### src/rtl/alp_slice_wide.sv
// alp_slice_wide: WIDTH-bit ALP arithmetic/logic processor with Q register,
// registered W result and flags, plus shift-and-add multiply and restoring
// divide sequencers behind a start/busy/done handshake.
// Build option: define ALP_DIV_EN to include the divide sequencer; without it
// opcode 10 is an illegal-op NOP that sets V.
module alp_slice_wide #(
  parameter int WIDTH = 16
) (
  input  logic             qdck_l,
  input  logic             reset_h,
  input  logic [WIDTH-1:0] rbus_h,
  input  logic [WIDTH-1:0] mbus_h,
  input  logic [3:0]       opc_h,
  input  logic             cyin_h,
  input  logic             sin_h,
  input  logic             start_h,
  output logic [WIDTH-1:0] wbus_h,
  output logic [WIDTH-1:0] q_h,
  output logic             busy_h,
  output logic             done_h,
  output logic             z_h,
  output logic             n_h,
  output logic             c_h,
  output logic             v_h
);

  localparam int CW  = $clog2(WIDTH) + 1;
  localparam int MSB = WIDTH - 1;

  typedef enum logic [3:0] {
    OP_ADD   = 4'd0,
    OP_SUB   = 4'd1,
    OP_AND   = 4'd2,
    OP_OR    = 4'd3,
    OP_XOR   = 4'd4,
    OP_PASSA = 4'd5,
    OP_LDQ   = 4'd6,
    OP_SHL   = 4'd7,
    OP_SHR   = 4'd8,
    OP_MUL   = 4'd9,
    OP_DIV   = 4'd10
  } op_t;

  typedef enum logic [1:0] {
    S_IDLE = 2'd0,
    S_MUL  = 2'd1
`ifdef ALP_DIV_EN
    , S_DIV = 2'd2
`endif
  } state_t;

  state_t           state, state_nx;
  op_t              op;
  logic [CW-1:0]    cnt;
  logic [WIDTH-1:0] mcand;
  logic             accept, last;

  logic [WIDTH-1:0] add_b, alu_w, alu_q;
  logic [WIDTH:0]   add_sum, mul_sum;
  logic             alu_c, alu_v;
  logic [WIDTH-1:0] mul_w, mul_q;

`ifdef ALP_DIV_EN
  logic [WIDTH-1:0] divisor;
  logic [WIDTH:0]   div_sh;
  logic             div_ok;
  logic [WIDTH-1:0] div_w, div_q;
`endif

  // Opcode decode
  always_comb op = op_t'(opc_h);

  // State register
  always_ff @(posedge qdck_l) begin
    if (reset_h) state <= S_IDLE;
    else         state <= state_nx;
  end

  // Next-state: multi-cycle ops leave IDLE, the last iteration returns
  always_comb begin
    state_nx = state;
    case (state)
      S_IDLE: begin
        if (start_h) begin
          if (op == OP_MUL) state_nx = S_MUL;
`ifdef ALP_DIV_EN
          else if (op == OP_DIV && mbus_h != '0) state_nx = S_DIV;
`endif
        end
      end
      S_MUL: if (last) state_nx = S_IDLE;
`ifdef ALP_DIV_EN
      S_DIV: if (last) state_nx = S_IDLE;
`endif
      default: state_nx = S_IDLE;
    endcase
  end

  // Handshake outputs and sequencer status
  always_comb begin
    busy_h = (state != S_IDLE);
    accept = start_h && (state == S_IDLE);
    last   = busy_h && (cnt == CW'(1));
  end

  // Single-cycle ALU result and per-iteration multiply/divide steps
  always_comb begin
    alu_w   = wbus_h;
    alu_q   = q_h;
    alu_c   = 1'b0;
    alu_v   = 1'b0;
    add_b   = (op == OP_SUB) ? ~mbus_h : mbus_h;
    add_sum = {1'b0, rbus_h} + {1'b0, add_b} + {{WIDTH{1'b0}}, cyin_h};
    case (op)
      OP_ADD, OP_SUB: begin
        alu_w = add_sum[MSB:0];
        alu_c = add_sum[WIDTH];
        alu_v = (rbus_h[MSB] == add_b[MSB]) && (add_sum[MSB] != rbus_h[MSB]);
      end
      OP_AND:   alu_w = rbus_h & mbus_h;
      OP_OR:    alu_w = rbus_h | mbus_h;
      OP_XOR:   alu_w = rbus_h ^ mbus_h;
      OP_PASSA: alu_w = rbus_h;
      OP_SHL: begin
        alu_w = {rbus_h[MSB-1:0], q_h[MSB]};
        alu_q = {q_h[MSB-1:0], sin_h};
        alu_c = rbus_h[MSB];
      end
      OP_SHR: begin
        alu_w = {sin_h, rbus_h[MSB:1]};
        alu_q = {rbus_h[0], q_h[MSB:1]};
        alu_c = q_h[0];
      end
      default: ;
    endcase

    mul_sum = {1'b0, wbus_h} + (q_h[0] ? {1'b0, mcand} : '0);
    mul_w   = mul_sum[WIDTH:1];
    mul_q   = {mul_sum[0], q_h[MSB:1]};

`ifdef ALP_DIV_EN
    // Partial remainder is WIDTH+1 bits after the shift; when it fits the
    // divisor the true difference is below 2**WIDTH, so WIDTH bits suffice.
    div_sh = {wbus_h, q_h[MSB]};
    div_ok = (div_sh >= {1'b0, divisor});
    div_w  = div_ok ? (div_sh[MSB:0] - divisor) : div_sh[MSB:0];
    div_q  = {q_h[MSB-1:0], div_ok};
`endif
  end

  // Datapath registers: W, Q, flags, operand latches, counter, done pulse
  always_ff @(posedge qdck_l) begin
    if (reset_h) begin
      wbus_h <= '0;
      q_h    <= '0;
      z_h    <= 1'b0;
      n_h    <= 1'b0;
      c_h    <= 1'b0;
      v_h    <= 1'b0;
      done_h <= 1'b0;
      cnt    <= '0;
      mcand  <= '0;
`ifdef ALP_DIV_EN
      divisor <= '0;
`endif
    end else begin
      done_h <= 1'b0;
      if (accept) begin
        done_h <= 1'b1;
        case (op)
          OP_ADD, OP_SUB, OP_AND, OP_OR, OP_XOR, OP_PASSA, OP_SHL, OP_SHR: begin
            wbus_h <= alu_w;
            q_h    <= alu_q;
            z_h    <= (alu_w == '0);
            n_h    <= alu_w[MSB];
            c_h    <= alu_c;
            v_h    <= alu_v;
          end
          OP_LDQ: q_h <= mbus_h;
          OP_MUL: begin
            q_h    <= mbus_h;
            wbus_h <= '0;
            mcand  <= rbus_h;
            cnt    <= CW'(WIDTH);
            done_h <= 1'b0;
          end
          OP_DIV: begin
`ifdef ALP_DIV_EN
            if (mbus_h == '0) begin
              q_h    <= '1;
              wbus_h <= rbus_h;
              z_h    <= 1'b0;
              n_h    <= 1'b0;
              c_h    <= 1'b0;
              v_h    <= 1'b1;
            end else begin
              q_h     <= rbus_h;
              wbus_h  <= '0;
              divisor <= mbus_h;
              cnt     <= CW'(WIDTH);
              done_h  <= 1'b0;
            end
`else
            v_h <= 1'b1;
`endif
          end
          default: ;
        endcase
      end else if (state == S_MUL) begin
        wbus_h <= mul_w;
        q_h    <= mul_q;
        cnt    <= cnt - CW'(1);
        if (last) begin
          done_h <= 1'b1;
          z_h    <= (mul_w == '0) && (mul_q == '0);
          n_h    <= mul_w[MSB];
          c_h    <= 1'b0;
          v_h    <= 1'b0;
        end
      end
`ifdef ALP_DIV_EN
      else if (state == S_DIV) begin
        wbus_h <= div_w;
        q_h    <= div_q;
        cnt    <= cnt - CW'(1);
        if (last) begin
          done_h <= 1'b1;
          z_h    <= (div_q == '0);
          n_h    <= 1'b0;
          c_h    <= 1'b0;
          v_h    <= 1'b0;
        end
      end
`endif
    end
  end

endmodule

### config.mk
export PLATFORM = sky130hd
export DESIGN_NAME = alp_slice_wide
export DESIGN_NICKNAME = d
export VERILOG_FILES = /design/src/rtl/alp_slice_wide.sv
export SDC_FILE = /design/constraint.sdc
export NUM_CORES = 1
export LEC_CHECK = 0
export CORE_MARGIN = 3
export CORE_UTILIZATION = 50
export DETAILED_ROUTE_END_ITERATION = 6
export GPL_TIMING_DRIVEN = 0
export PLACE_DENSITY = 0.72
export SYNTH_ARGS = -nofsm -noshare
export SYNTH_HDL_FRONTEND = slang
export SYNTH_SLANG_ARGS = --single-unit
### constraint.sdc
create_clock -name qdck_l -period 10.6 [get_ports qdck_l]
set_input_delay 3.18 -clock qdck_l [delete_from_list [all_inputs] [get_ports qdck_l]]
set_output_delay 3.18 -clock qdck_l [all_outputs]
set_load 0.05 [all_outputs]
==> impl_metrics.yaml, run 1 <==
sta:
  period_share_pct: 81.3
  max_freq_mhz: 116
  maxSlewViolCount: 0
  fin_crit_ns: 8.61
  finalHoldViolCount: 0
  setup_viol: 0
  finalClockSkew_ns: 0.00778
  rsz0062_at_grt: "false"
  worstMarginPinSlew_ns: 1.29
  relSlewSlack_pct: 12.6
  fin_setup_tns_ns: 0
synthesis:
  synth_edf_count: 0
  syn_avg_cell_area_um2: 7.22
  ys_warn_count: 0
  synth_async_sr_flop_share_pct: 0
  ys_ff_latch: 59
  synth.largest_area_cell: "dfxtp_1"
  synth_ff_type: "dfxtp_1"
  synth_area_um2: 6220
  synth_cells: 861
  synthTopCellsByArea: "dfxtp_1 19%, ha_1 13%, nand2_1 6.0%"
  syn_nets: 970
  synth_top_area_share_pct: 19.0
  ys_types: 79
  synth.most_common_cell: "nand2_1"
  ys_seq_area_share_pct: 19.0
  synthTopCellsByCount: "100 x nand2_1, 89 x nor2_1, 65 x ha_1"
layout:
  diodes: 0
  final_nets: 1058
  final.fill_count: 1130
  drive_gt1_share_pct: 5.03
  multi_input_area_um2: 4620
  finalNonFillerCells: 1122
  regArea_um2: 1180
  area_growth_pct: 20.3
floorplanning:
  core_area_um2: 12100
  die_area_um2: 13800
  die_w_um: 118
  core.rowCount: 40
  die_y_um: 118
  ioPinCount: 79
  initial_core_util_pct: 51.6
grt:
  grt_pass1_vias: 6460
  track_usage_pct: 32.7
  grt_max_degree: 14
  grt_overflow: 0
  antenna_found_initial: 0
  grt_first_pass_wirelength_mm: 36.2
critical_path:
  cp-start-kind: "input port"
  cp_max_fo: 10
  required_ns: 10.86
  worst_setup_path_end_kind: "flip-flop"
  worstPathArrival_ns: 8.87
  rrSetupSlack_ns: 6.54
  r2r_start: "q_h[0]"
  reg2reg_depth: 12
  worstSetupPathType: "in -> reg"
  worst_r2r_endpoint: "z_h"
routing:
  routed_wl_mm: 22.9
  first_pass_iters: 6
  avgViaCountPerCell: 6.23
  post-route-drc-count: 0
  wl_per_cell_um: 20.4
  ant_nets: 0
  drt-initial-drc-count: 764
  num_vias: 6991
clock_tree:
  clock_latency_ns: 0.34
  cts_buffers: 9
  ctsResizeCount: 0
  htreeDepth: 3
  clk_pin_slew_ns: 0.06
  clockBufferDepth: 2
  cts_root_buffer: "clkbuf_16"
  postCtsHoldBufs: 0
  post_cts_buffers: 0
  clkSinkCount: 59
  cts_tree: "done"
run_status:
  status: "completed"
min_path:
  hp-start: "mcand[2]"
  holdPathStages: 2
  whs_endpoint: "mcand[2]"
  worstHoldPathType: "reg -> reg"
power_and_ir_drop:
  power_w: 0.000832
  ir_drop_mv: 0.100
  power_density_nw_per_um2: 111
  power_leakage_nw: 2.89
place:
  dp_hpwl_mm: 18.0
  gp_congestion: 0.999
  place_inst: 1106
  portBuffers: 77
flow_run:
  cap_viol_max_count: 0
-- kinds of logic after synthesis --
family	share of synthesized area, %
and+or+nand+nor	24.0
muxes	0.825
DFF	19.0
buffers and inverters	6.78
adders and majority gates	14.0
AOI/OAI and AO/OA	29.8
xor gates and xnor gates	5.63
-- cell usage in the layout (no fill, tap or decap), types with 8 or more instances in the layout --
| cell | netlist | routed |
|---|---|---|
| nand2_1 | 100 | 100 |
| buf_2 | 10 | 10 |
| o211ai_1 | 22 | 22 |
| nor2_1 | 89 | 89 |
| nand3_1 | 16 | 16 |
| dfxtp_1 | 59 | 59 |
| clkbuf_16 | 0 | 9 |
| a211oi_1 | 13 | 13 |
| o21ai_0 | 59 | 59 |
| xnor2_1 | 32 | 32 |
| inv_1 | 55 | 55 |
| nor3_1 | 31 | 31 |
| and2_1 | 17 | 17 |
| nand2b_1 | 13 | 13 |
| or3_1 | 8 | 8 |
| xor2_1 | 8 | 8 |
| a221oi_1 | 12 | 12 |
| nor2b_1 | 11 | 11 |
| clkdlybuf4s50_1 | 0 | 77 |
| a22oi_1 | 24 | 24 |
| clkbuf_1 | 28 | 28 |
| a21oi_1 | 56 | 56 |
| ha_1 | 65 | 65 |
-- routing by layer --
metal | vias up | routed length (µm) | global-route usage, %
met5 | - | 0 | 0
met3 | 66 | 2140 | 6.39
li1 | 3317 | - | -
met4 | 0 | 733 | 10.5
met1 | 3242 | 10100 | 46.4
met2 | 366 | 9910 | 50.0
-- how the worst max path moves through the flow --
stage / start / end / slack [ns] / cells past startpoint
floorplan: opc_h[2] / z_h / 3.34 / 16
global placement: opc_h[0] / z_h / 1.76 / 18
detailed placement: opc_h[0] / z_h / 1.80 / 18
CTS: opc_h[0] / z_h / 2.14 / 18
global route: opc_h[0] / z_h / 1.64 / 18
finish: opc_h[0] / z_h / 1.99 / 18
-- worst max-delay path, cell delays in order --
cell and delay [ns]:
clkdlybuf4s50_1 0.53, buf_6 0.16, buf_2 0.26, inv_1 0.11, clkbuf_1 0.28, nor2_1 0.74
clkbuf_1 0.66, xnor2_1 0.14, ha_1 0.38, and3_1 0.24, and3_1 0.20, a2111oi_0 0.62
o21bai_1 0.16, xnor2_1 0.26, nor2_1 0.07, o22a_1 0.19, or4_1 0.49, o31ai_2 0.18
-- flip-flops by register name (all words and copies together) (netlist names) --
| name | count |
|---|---|
| wbus_h | 16 |
| v_h | 1 |
| n_h | 1 |
| mcand | 16 |
| cnt | 5 |
| z_h | 1 |
| q_h | 16 |
| done_h | 1 |
| c_h | 1 |
| state | 1 |
-- stage by stage --
| step | setup slack (ns) | utilization, % | area [µm²] | hold slack, ns |
|---|---|---|---|---|
| floorplan | 3.34 | - | 6220 | 0.432 |
| global route | 1.64 | 62.0 | 7480 | 0.474 |
| global placement | 1.76 | 59.7 | 7200 | 0.438 |
| finish | 1.99 | 62.0 | 7480 | 0.449 |
| CTS | 2.14 | 62.0 | 7480 | 0.451 |
| detailed placement | 1.80 | 59.7 | 7200 | 0.442 |
-- final cells by class --
| cell class | instances | area share (%) |
|---|---|---|
| Sequential cell | 59 | 15.8 |
| Clock buffer | 9 | 3.01 |
| Buffer | 45 | 2.83 |
| Tap cell | 168 | 2.81 |
| Timing Repair Buffer | 77 | 10.3 |
| Inverter | 56 | 2.81 |
| Clock inverter | 7 | 0.769 |
| Multi-Input combinational cell | 701 | 61.7 |
-- power breakdown --
group	switching (W)	internal, W
registers	0.0000161	0.000233
clock network	0.000117	0.000161
logic	0.000193	0.000111
Note: power is estimated with default switching activity, not from simulation.
==> inputs of run 2 (changes only) <==
--- a/config.mk
+++ b/config.mk
@@ -9,7 +9,7 @@
 export CORE_UTILIZATION = 50
 export DETAILED_ROUTE_END_ITERATION = 6
 export GPL_TIMING_DRIVEN = 0
-export PLACE_DENSITY = 0.72
+export PLACE_DENSITY = 0.75
 export SYNTH_ARGS = -nofsm -noshare
 export SYNTH_HDL_FRONTEND = slang
 export SYNTH_SLANG_ARGS = --single-unit
==> constraint.sdc (replaced) <==
create_clock -name qdck_l -period 7.4 [get_ports qdck_l]
set_input_delay 2.22 -clock qdck_l [delete_from_list [all_inputs] [get_ports qdck_l]]
set_output_delay 2.22 -clock qdck_l [all_outputs]
set_load 0.05 [all_outputs]
==> run 2 against run 1 <==
Net effect: die area is the same; worst hold slack lost 0.00050 ns; critical path depth up 1; critical endpoint unchanged; worst setup slack got worse by 1.6 ns; global-route usage down 0.091 points; clock power up 44%; register-to-register slack worse by 3.3 ns; non-clock buffer count stayed put.
==> impl_metrics.yaml, run 2 (synthesis gave the netlist of run 1 again) <==
run_status:
  status: "completed"
min_path:
  holdPathStages: 2
  whs_endpoint: "mcand[2]"
  worstHoldPathType: "reg -> reg"
  hp-start: "mcand[2]"
floorplanning:
  die_w_um: 118
  core.rowCount: 40
  die_y_um: 118
  core_area_um2: 12100
  ioPinCount: 79
  initial_core_util_pct: 51.6
  die_area_um2: 13800
sta:
  finalClockSkew_ns: 0.00904
  setup_viol: 0
  worstMarginPinSlew_ns: 1.36
  fin_crit_ns: 7.00
  rsz0062_at_grt: "false"
  finalHoldViolCount: 0
  fin_setup_tns_ns: 0
  maxSlewViolCount: 0
  period_share_pct: 94.6
  relSlewSlack_pct: 8.18
  max_freq_mhz: 143
critical_path:
  cp_max_fo: 10
  worstSetupPathType: "in -> reg"
  cp_slowest_stage_delay_ns: 0.55
  crit_chain: "clkdlybuf4s50_1, buf_6, buf_2, inv_1, clkbuf_1, nor2_4, xnor2_1, fa_1, inv_1, fa_1, a211oi_2, o21bai_1, a2111oi_1, o21bai_1, xnor2_1, nor2_1, o22a_1, or4_1, o31ai_2"
  reg2reg_depth: 12
  cp-start-kind: "input port"
  required_ns: 7.65
  worst_r2r_endpoint: "z_h"
  rrSetupSlack_ns: 3.29
  worst_setup_path_end_kind: "flip-flop"
  worst_path_max_delay_cell: "clkdlybuf4s50_1"
  r2r_start: "q_h[0]"
  worstPathArrival_ns: 7.25
power_and_ir_drop:
  swShare_pct: 39.3
  ir_drop_mv: 0.119
  power_w: 0.00119
  power_density_nw_per_um2: 159
  p_switching_w: 0.000469
  power_frac_comb_pct: 36.4
  power_leakage_nw: 2.90
  pwr-share-clk_pct: 33.6
  p_int_w: 0.000724
  power_frac_seq_pct: 29.9
routing:
  drt-initial-drc-count: 690
  routed_wl_mm: 22.9
  num_vias: 7060
  first_pass_iters: 6
  post-route-drc-count: 0
  wl_per_cell_um: 20.4
  ant_nets: 0
  avgViaCountPerCell: 6.29
layout:
  area_growth_pct: 20.5
  largestRegisters: "mcand x16, q_h x16, wbus_h x16"
  drive_gt1_share_pct: 5.24
  diodes: 0
  final.fill_count: 1111
  final_nets: 1058
  finalNonFillerCells: 1122
  layout_common_cells: "100 x nand2_1, 88 x nor2_1, 77 x clkdlybuf4s50_1, 65 x ha_1"
  final_common_cell: "nand2_1"
clock_tree:
  cts_buffers: 9
  post_cts_buffers: 0
  cts_tree: "done"
  clock_latency_ns: 0.35
  clk_pin_slew_ns: 0.06
  clkSinkCount: 59
  cts_root_buffer: "clkbuf_16"
  htreeDepth: 3
  postCtsHoldBufs: 0
  clockBufferDepth: 2
grt:
  antenna_found_initial: 0
  track_usage_pct: 32.6
  grt_max_degree: 14
  grt_first_pass_wirelength_mm: 36.2
  grt_pass1_vias: 6595
  grt_overflow: 0
place:
  gp_congestion: 1.01
  place_inst: 1106
  portBuffers: 77
  dp_hpwl_mm: 18.0
flow_run:
  cap_viol_max_count: 0
## run 2: cell counts in the layout (fill, tap and decap cells not counted)
Identical to the previous run, type by type.
## run 2: worst max-delay path, delay by kind of cell
| kind | cells | cell delay, ns |
|---|---|---|
| buffers and inverters | 6 | 1.41 |
| AOI/OAI and AO/OA | 6 | 1.62 |
| xor gates and xnor gates | 2 | 0.38 |
| adders and majority gates | 2 | 0.66 |
| and+or+nand+nor | 3 | 0.95 |
## run 2: layout make-up
| type | count | area, µm² | share of cell area, % |
|---|---|---|---|
| multi-input cells | 701 | 4630 | 61.7 |
| flip-flops and latches | 59 | 1180 | 15.8 |
| repair buffers | 77 | 771 | 10.3 |
| clock buffers | 9 | 225 | 3.01 |
| plain buffers | 45 | 213 | 2.84 |
| inverters | 56 | 210 | 2.81 |
| well taps | 168 | 210 | 2.81 |
| clock inverters | 7 | 57.6 | 0.768 |
## run 2: what timing repair did
action / 4_1_cts / 5_1_grt
pin swaps: 0 / 0
endpoints found under the setup margin: 3 / 6
gates cloned: 0 / 0
resized for setup: 1 / 4
## run 2: power by group through the flow
stage	sequential (W)	clock, W	combinational, W
2_1_floorplan	0.000404	0	0.000232
3_3_place_gp	0.000363	0	0.000420
3_5_place_dp	0.000363	0	0.000422
4_1_cts	0.000356	0.000403	0.000425
5_1_grt	0.000358	0.000418	0.000469
6_report	0.000357	0.000401	0.000435
## run 2: metal layers
metal	routed length (µm)	global-route usage [%]	part of all wire, %	vias to the layer above
met4	832	12.6	3.6	0
met3	2300	7.06	10	62
met1	9820	45.3	43	3285
met5	0	0	0	-
li1	-	-	-	3316
met2	9980	49.4	44	397
## run 2: worst max path at each step
stage / startpoint / to / slack [ns] / cells past startpoint
5_1_grt: opc_h[0] / z_h / 0.06 / 19
6_report: opc_h[0] / z_h / 0.40 / 19
3_5_place_dp: opc_h[0] / z_h / -0.50 / 18
2_1_floorplan: opc_h[2] / z_h / 1.10 / 16
4_1_cts: opc_h[0] / z_h / 0.04 / 18
3_3_place_gp: opc_h[0] / z_h / -0.50 / 18
## run 2: metrics by stage
stage	hold WS (ns)	area [µm²]	worst slack [ns]	util, %
after CTS	0.450	7490	0.0414	62.1
after global placement	0.439	7200	-0.496	59.7
after detailed placement	0.442	7200	-0.499	59.7
after floorplan	0.432	6220	1.10	-
final	0.449	7490	0.401	62.1
after global routing	0.469	7490	0.0634	62.1
==> inputs of run 3 (changes only) <==
--- a/config.mk
+++ b/config.mk
@@ -9,7 +9,7 @@
 export CORE_UTILIZATION = 50
 export DETAILED_ROUTE_END_ITERATION = 6
 export GPL_TIMING_DRIVEN = 0
-export PLACE_DENSITY = 0.75
+export PLACE_DENSITY = 0.72
 export SYNTH_ARGS = -nofsm -noshare
 export SYNTH_HDL_FRONTEND = slang
 export SYNTH_SLANG_ARGS = --single-unit
==> constraint.sdc (replaced) <==
create_clock -name qdck_l -period 8.8 [get_ports qdck_l]
set_input_delay 2.64 -clock qdck_l [delete_from_list [all_inputs] [get_ports qdck_l]]
set_output_delay 2.64 -clock qdck_l [all_outputs]
set_load 0.05 [all_outputs]
==> results of run 3 <==
The final DEF is identical to that of run 1. Status: completed.
Main changes from that run: setup slack after placement 1.80 ns -> 0.540 ns; setup slack after layout 1.99 ns -> 0.725 ns; register-to-register setup slack 6.54 ns -> 4.74 ns; total power 0.000832 W -> 0.00100 W; worst IR drop on VDD 0.100 mV -> 0.121 mV
